## config.mk

```make
export PLATFORM = sky130hd
export DESIGN_NAME = pipe_ctrl
export DESIGN_NICKNAME = d
export VERILOG_FILES = /design/src/rtl/pipe_ctrl.sv
export SDC_FILE = /design/constraint.sdc
export NUM_CORES = 1
export LEC_CHECK = 0
export ABC_AREA = 1
export CELL_PAD_IN_SITES_DETAIL_PLACEMENT = 0
export CELL_PAD_IN_SITES_GLOBAL_PLACEMENT = 1
export CORE_ASPECT_RATIO = 1.1
export CORE_MARGIN = 3
export CORE_UTILIZATION = 23
export DETAILED_ROUTE_END_ITERATION = 6
export GPL_ROUTABILITY_DRIVEN = 0
export PLACE_DENSITY_LB_ADDON = 0.3
export SYNTH_ARGS = -nofsm -noshare
export SYNTH_HDL_FRONTEND = slang
export SYNTH_SLANG_ARGS = --single-unit
```

## constraint.sdc

```tcl
create_clock -name clk -period 1.6 [get_ports clk]
set_clock_uncertainty 0.15 [all_clocks]
set_input_delay 0.24 -clock clk [delete_from_list [all_inputs] [get_ports clk]]
set_output_delay 0.24 -clock clk [all_outputs]
set_load 0.05 [all_outputs]
```

## src/rtl/pipe_ctrl.sv

```systemverilog
// Hazard/stall controller: operand interlock, mult/div busy tracking, exception priority.
// Optional stall-cycle counter built only with PIPE_CTRL_STALL_CNT_EN defined.
module pipe_ctrl (
  input  logic        clk,
  input  logic        reset,
  input  logic [4:0]  D_rs_addr,
  input  logic [4:0]  D_rt_addr,
  input  logic [1:0]  D_Tuse_rs,
  input  logic [1:0]  D_Tuse_rt,
  input  logic [4:0]  E_wa,
  input  logic [4:0]  M_wa,
  input  logic [1:0]  E_Tnew,
  input  logic [1:0]  M_Tnew,
  input  logic        D_md,
  input  logic        E_md_start,
  input  logic        E_is_div,
  input  logic        Req,
  output logic        PC_WrEn,
  output logic        FD_WrEn,
  output logic        DE_Stall,
  output logic        Req_all,
  output logic        md_busy,
  output logic [31:0] stall_cnt
);

  typedef enum logic {IDLE, BUSY} state_t;

  state_t     state;
  logic [3:0] cnt;
  logic       hazard_rs;
  logic       hazard_rt;
  logic       md_hazard;
  logic       stall;

  always_comb begin
    hazard_rs = (D_rs_addr != 5'd0) &&
                (((E_wa == D_rs_addr) && (D_Tuse_rs < E_Tnew)) ||
                 ((M_wa == D_rs_addr) && (D_Tuse_rs < M_Tnew)));
    hazard_rt = (D_rt_addr != 5'd0) &&
                (((E_wa == D_rt_addr) && (D_Tuse_rt < E_Tnew)) ||
                 ((M_wa == D_rt_addr) && (D_Tuse_rt < M_Tnew)));
    md_hazard = D_md && (md_busy || E_md_start);
    // An exception flush always wins over any interlock.
    stall     = (hazard_rs || hazard_rt || md_hazard) && !Req;
  end

  assign PC_WrEn  = ~stall;
  assign FD_WrEn  = ~stall;
  assign DE_Stall = stall;
  assign Req_all  = Req;
  assign md_busy  = (state == BUSY);

  // cnt counts down to 0 inclusive, so busy lasts cnt_load+1 cycles (5 mult, 10 div).
  always_ff @(posedge clk or posedge reset) begin
    if (reset) begin
      state <= IDLE;
      cnt   <= 4'd0;
    end else begin
      case (state)
        IDLE: begin
          if (E_md_start && !Req) begin
            cnt   <= E_is_div ? 4'd9 : 4'd4;
            state <= BUSY;
          end
        end
        BUSY: begin
          if (cnt == 4'd0) state <= IDLE;
          else             cnt   <= cnt - 4'd1;
        end
        default: begin
          state <= IDLE;
          cnt   <= 4'd0;
        end
      endcase
    end
  end

`ifdef PIPE_CTRL_STALL_CNT_EN
  always_ff @(posedge clk or posedge reset) begin
    if (reset)      stall_cnt <= 32'd0;
    else if (stall) stall_cnt <= stall_cnt + 32'd1;
  end
`else
  assign stall_cnt = 32'd0;
`endif

endmodule

```

-- Word-level counts from Yosys, hierarchy flattened
Cells that the tools add are included.
- word-level logic and storage cells: 41
- input bits: 34
- output and inout bits: 37
- bits in registers: 5
- mux-type cells: 7
- equal/unequal tests: 6
- bitwise operators: 2
- reduce and logical (&&, ||, !) cells: 19
- $lt $le $gt $ge: 4
- add/sub/neg operators: 1
- operators by type and width (cell ; number):
    $eq A5 B5 Y1 ; 4
    $mux W4 ; 3
    $reduce_bool A5 Y1 ; 2
    $logic_and A1 B1 Y1 ; 9
    $lt A2 B2 Y1 ; 4
    $pmux W4 S2 ; 1
    $logic_or A1 B1 Y1 ; 5
    $logic_not A4 Y1 ; 1
    $ne A2 B2 Y1 const B ; 2
    $sub A4 B1 Y4 const B ; 1
    $mux W1 ; 2
    $not A1 Y1 ; 2
    $pmux W1 S2 ; 1
    $reduce_and A2 Y1 ; 1
    $logic_not A1 Y1 ; 1

-- Longest topological paths before layout
Gate-level depths: netlist of run 1.
- depth in word-level cells: 8
- mapped depth: 12

-- Least setup slack after synthesis of run 1
Ideal clock, no wire load.
- path type: reg2out
- start: reg state (netlist: md_busy)
- end: out PC_WrEn
- setup slack: -0.254 ns
- data required time: 1.210 ns
- data arrival time: 1.464 ns
- stages on the path, launching flop included: 5
- path through: dfrtp_1 o21ai_0 nand3_2 nand2_2 buf_4
- word-level cells in the longest chain between the ends: 5
- RTL lines (element ; line ; source):
    from (decl) ; 28 ; state_t state;
    from (signal assigned) ; 56 ; state <= IDLE;
    from (signal assigned) ; 63 ; state <= BUSY;
    from (signal assigned) ; 67 ; if (cnt == 4'd0) state <= IDLE;
    $logic_or A1 B1 Y1 ; 42 ; md_hazard = D_md && (md_busy || E_md_start);
    $logic_and A1 B1 Y1 ; 42 ;
    $logic_or A1 B1 Y1 ; 44 ; stall = (hazard_rs || hazard_rt || md_hazard) && !Req;
    $logic_and A1 B1 Y1 ; 44 ;
    $not A1 Y1 ; -- ;
    to (decl) ; 18 ; output logic PC_WrEn,
Every way passes these cells.

-- Worst setup path in the final report of run 1
- start: in D_Tuse_rs[1]
- end: out DE_Stall
- word-level cells in the longest chain between the ends: 7
- elaborated cells between the ends (all ways): 9
- RTL lines (element ; line ; source):
    from (decl) ; 8 ; input logic [1:0] D_Tuse_rs,
    $lt A2 B2 Y1 (on tied branches) ; 37, 38 ;
    $logic_and A1 B1 Y1 (on tied branches) ; 37, 38 ;
    $logic_or A1 B1 Y1 (*) ; 37 ; (((E_wa == D_rs_addr) && (D_Tuse_rs < E_Tnew)) ||
    $logic_and A1 B1 Y1 (*) ; 36 ; hazard_rs = (D_rs_addr != 5'd0) &&
    $logic_or A1 B1 Y1 (*) (2 in a row) ; 44 ;
    $logic_and A1 B1 Y1 (*) ; 44 ;
    to (decl) ; 20 ; output logic DE_Stall,
Every way passes the cells marked *; elsewhere a longest branch is shown, timed or not.

==> results of run 1 <==
## metal layers
| layer | part of all wire (%) | wire, um |
|---|---|---|
| met1 | 44 | 1140 |
| met2 | 47 | 1220 |
| met3 | 7.1 | 183 |
| met4 | 1.5 | 40 |
| met5 | 0 | 0 |
## final timing paths
kind,from,to,slack [ps],depth (start not counted)
worst min register to register,cnt[2],cnt[2],410,2
worst max register to register,cnt[0],cnt[3],120,8
worst min-delay path,reset,cnt[0],70,2
max in group asynchronous,reset,md_busy,1050,2
min in group clk,cnt[2],cnt[2],410,2
worst max-delay path,D_Tuse_rs[1],DE_Stall,-170,12
## layout make-up
cell class / instances / area share, %
Timing Repair Buffer: 45 / 26.9
Inverter: 33 / 9.27
Clock buffer: 4 / 2.85
Multi-Input combinational cell: 138 / 48.7
Tap cell: 54 / 4.28
Sequential cell: 5 / 8.00
## stage by stage
stage                     util [%]  std cells  setup WS, ps
after global placement        35.5        274          -736
after CTS                     36.3        279          -194
after detailed placement      35.5        274          -744
after floorplan                  -        210         -19.8
after global routing          36.1        279          -273
final                         36.1        279          -171
## synth_stat cells, drive strengths merged
library cell,number
nand3,10
a21oi,5
xnor2,1
o21bai,2
inv,32
clkinv,1
conb,1
dfrtp,5
nor2,15
o21ai,7
ha,6
and2,1
buf,34
nand2,50
nor3,3
o22ai,1
xor2,4
a22oi,1
## critical path, stage by stage
cell and delay, ps:
sky130_fd_sc_hd__buf_2 130, sky130_fd_sc_hd__ha_4 260, sky130_fd_sc_hd__o21ai_2 40, sky130_fd_sc_hd__nand2_1 70
sky130_fd_sc_hd__nor2_2 40, sky130_fd_sc_hd__nand2_1 50, sky130_fd_sc_hd__nand2_1 50, sky130_fd_sc_hd__nand2_1 70
sky130_fd_sc_hd__nand3_2 130, sky130_fd_sc_hd__nand2_8 130, sky130_fd_sc_hd__inv_4 40, sky130_fd_sc_hd__buf_12 130
## state kept, by name (all words and copies together), names as in the netlist
name and cells:
cnt 4, md_busy 1
## power breakdown
| part | internal [mW] | leakage [nW] | switching [mW] |
|---|---|---|---|
| Sequential | 0.199 | 0.0567 | 0.0505 |
| Combinational | 0.364 | 0.785 | 0.603 |
| Clock | 0.171 | 0.0228 | 0.0608 |
| Total | 0.734 | 0.865 | 0.714 |
## cells by family (layout without fill, tap and decap cells)
family / count (synthesis) / count (layout)
simple gates: 79 / 79
buf+inv: 67 / 82
compound gates: 16 / 16
fa+ha+maj: 6 / 6
xor+xnor: 5 / 5
flops: 5 / 5
other cells: 1 / 32
## timing repair
action,4_1_cts,5_1_grt
buffers inserted,1,0
gates resized for setup,63,32
endpoints found under the setup margin,3,6
pin swaps,20,18
gates cloned,0,0
==> insert_results.sql, run 1 <==
INSERT INTO impl_metrics (metric_group, metric, value, unit) VALUES
('outcome', 'status', 'complete, but fails checks', ''),
('outcome', 'failed_checks', 'setup timing', ''),
('placed_design', 'place_area', '1550', 'um2'),
('floorplanning', 'floorplan.die.height', '77.2', 'um'),
('route', 'drtPass1Iterations', '4', ''),
('route', 'drc', '0', ''),
('timing', 'setup-violations-final', '3', ''),
('floorplanning', 'boundaryPins', '71', ''),
('timing', 'setup-tns-final', '-443', 'ps'),
('logic_synthesis', 'netlist.area_leader.share', '24.1', '%'),
('logic_synthesis', 'post-synth-top-area-cell', 'sky130_fd_sc_hd__buf_4', ''),
('worst_setup_path', 'worst_setup_path_start_kind', 'input port', ''),
('logic_synthesis', 'synth.mux.area_fraction', '0', '%'),
('timing', 'rsz0062_at_grt', 'true', ''),
('logic_synthesis', 'post_synthesis_share_of_cell_area_spent_on_xor_and_xnor_gates', '4.13', '%'),
('route', 'drt-total-wl', '2580', 'um'),
('cells_and_area', 'multiInputGateArea', '769', 'um2'),
('global_route', 'largest_net_degree_at_the_start_of_global_routing', '7', ''),
('worst_hold_path', 'min_path_type', 'input port to asynchronous set/reset pin', ''),
('logic_synthesis', 'sequential_cell_area_fraction_in_the_yosys_report', '11.8', '%'),
('clock_tree', 'cts-buffers-inserted', '3', ''),
('logic_synthesis', 'synth_area_leaders', 'sky130_fd_sc_hd__buf_4, sky130_fd_sc_hd__nand2_1, sky130_fd_sc_hd__dfrtp_1', ''),
('route', 'drt-wirelength-per-cell', '9.26', 'um'),
('logic_synthesis', 'synth.avg_cell_area', '5.93', 'um2'),
('worst_setup_path', 'crit_path_max_fanout', '3', ''),
('power', 'worst_ir_drop_on_vdd', '395', 'uV'),
('cells_and_area', 'layout.cell_area.non_filler', '1580', 'um2'),
('clock_tree', 'cts_hold_buf', '0', ''),
('timing', 'finalHoldViolCount', '0', ''),
('power', 'powerDensity', '917', 'nW/um2'),
('global_route', 'grt-busiest-layer', 'met2', ''),
('worst_setup_path', 'crit_arrival', '1380', 'ps'),
('logic_synthesis', 'synthSimpleGateAreaFrac', '31.8', '%'),
('logic_synthesis', 'dominant_combinational_cell_family_by_area_after_synthesis', 'buffers and inverters', ''),
('cells_and_area', 'syn2layout_area_growth', '48.8', '%'),
('global_route', 'grtUsageMet2', '16.0', '%'),
('clock_tree', 'tritoncts', 'yes', ''),
('logic_synthesis', 'synth_compound_area_share', '9.08', '%'),
('floorplanning', 'die-width', '70.8', 'um'),
('logic_synthesis', 'syn_area', '1060', 'um2'),
('timing', 'upper_clock_frequency_limit', '0.565', 'GHz'),
('global_route', 'grt_pass1_wl', '4290', 'um'),
('cells_and_area', 'layout_commonest_cell', 'sky130_fd_sc_hd__nand2_1', ''),
('timing', 'setup_ws', '-171', 'ps'),
('floorplanning', 'dieArea', '5470', 'um2'),
('global_route', 'met3_usage', '3.28', '%'),
('timing', 'final.hold.worst_slack', '66.7', 'ps'),
('cells_and_area', 'design.final.nets', '266', ''),
('route', 'viasPerCell', '3.80', ''),
('worst_setup_path', 'path_class', 'input port to output pin', ''),
('placed_design', 'place.detailed.hpwl', '2350', 'um'),
('cells_and_area', 'seqCellArea', '126', 'um2'),
('cells_and_area', 'antenna_cells', '0', ''),
('clock_tree', 'clock-sinks', '5', ''),
('global_route', 'antenna_found_initial', '0', ''),
('clock_tree', 'clk_root_buffer_cell', 'sky130_fd_sc_hd__clkbuf_8', ''),
('route', 'postRouteAntennaNets', '0', ''),
('floorplanning', 'initial_utilization', '24.2', '%'),
('logic_synthesis', 'synth_seq_cells', '5', ''),
('global_route', 'grtUsageTotal', '9.77', '%'),
('route', 'initialDrtViolationCount', '27', ''),
('logic_synthesis', 'synth.lib_cells_used.distinct', '24', ''),
('global_route', 'first_global_vias', '1021', ''),
('cells_and_area', 'filler_cell_count', '503', ''),
('timing', 'final_max_slew_viol_count', '0', ''),
('power', 'total_power', '1.45', 'mW'),
('cells_and_area', 'layout_common_cells', 'sky130_fd_sc_hd__nand2_1, sky130_fd_sc_hd__conb_1, sky130_fd_sc_hd__inv_1, sky130_fd_sc_hd__inv_2, sky130_fd_sc_hd__clkbuf_2', ''),
('clock_tree', 'worst_skew_pair.late_latency', '220', 'ps'),
('clock_tree', 'clk_pin_slew_worst_paths', '30', 'ps'),
('global_route', 'grt.met1_usage', '11.9', '%'),
('cells_and_area', 'drive_above_1_share', '31.1', '%');
Note: power is estimated with default switching activity, not from simulation.
==> inputs of run 2 (changes only) <==
Settings changed: CTS_CLUSTER_DIAMETER set to 40.
==> results of run 2 <==
Same layout as run 1: the final DEF is identical, and so are final timing and power.
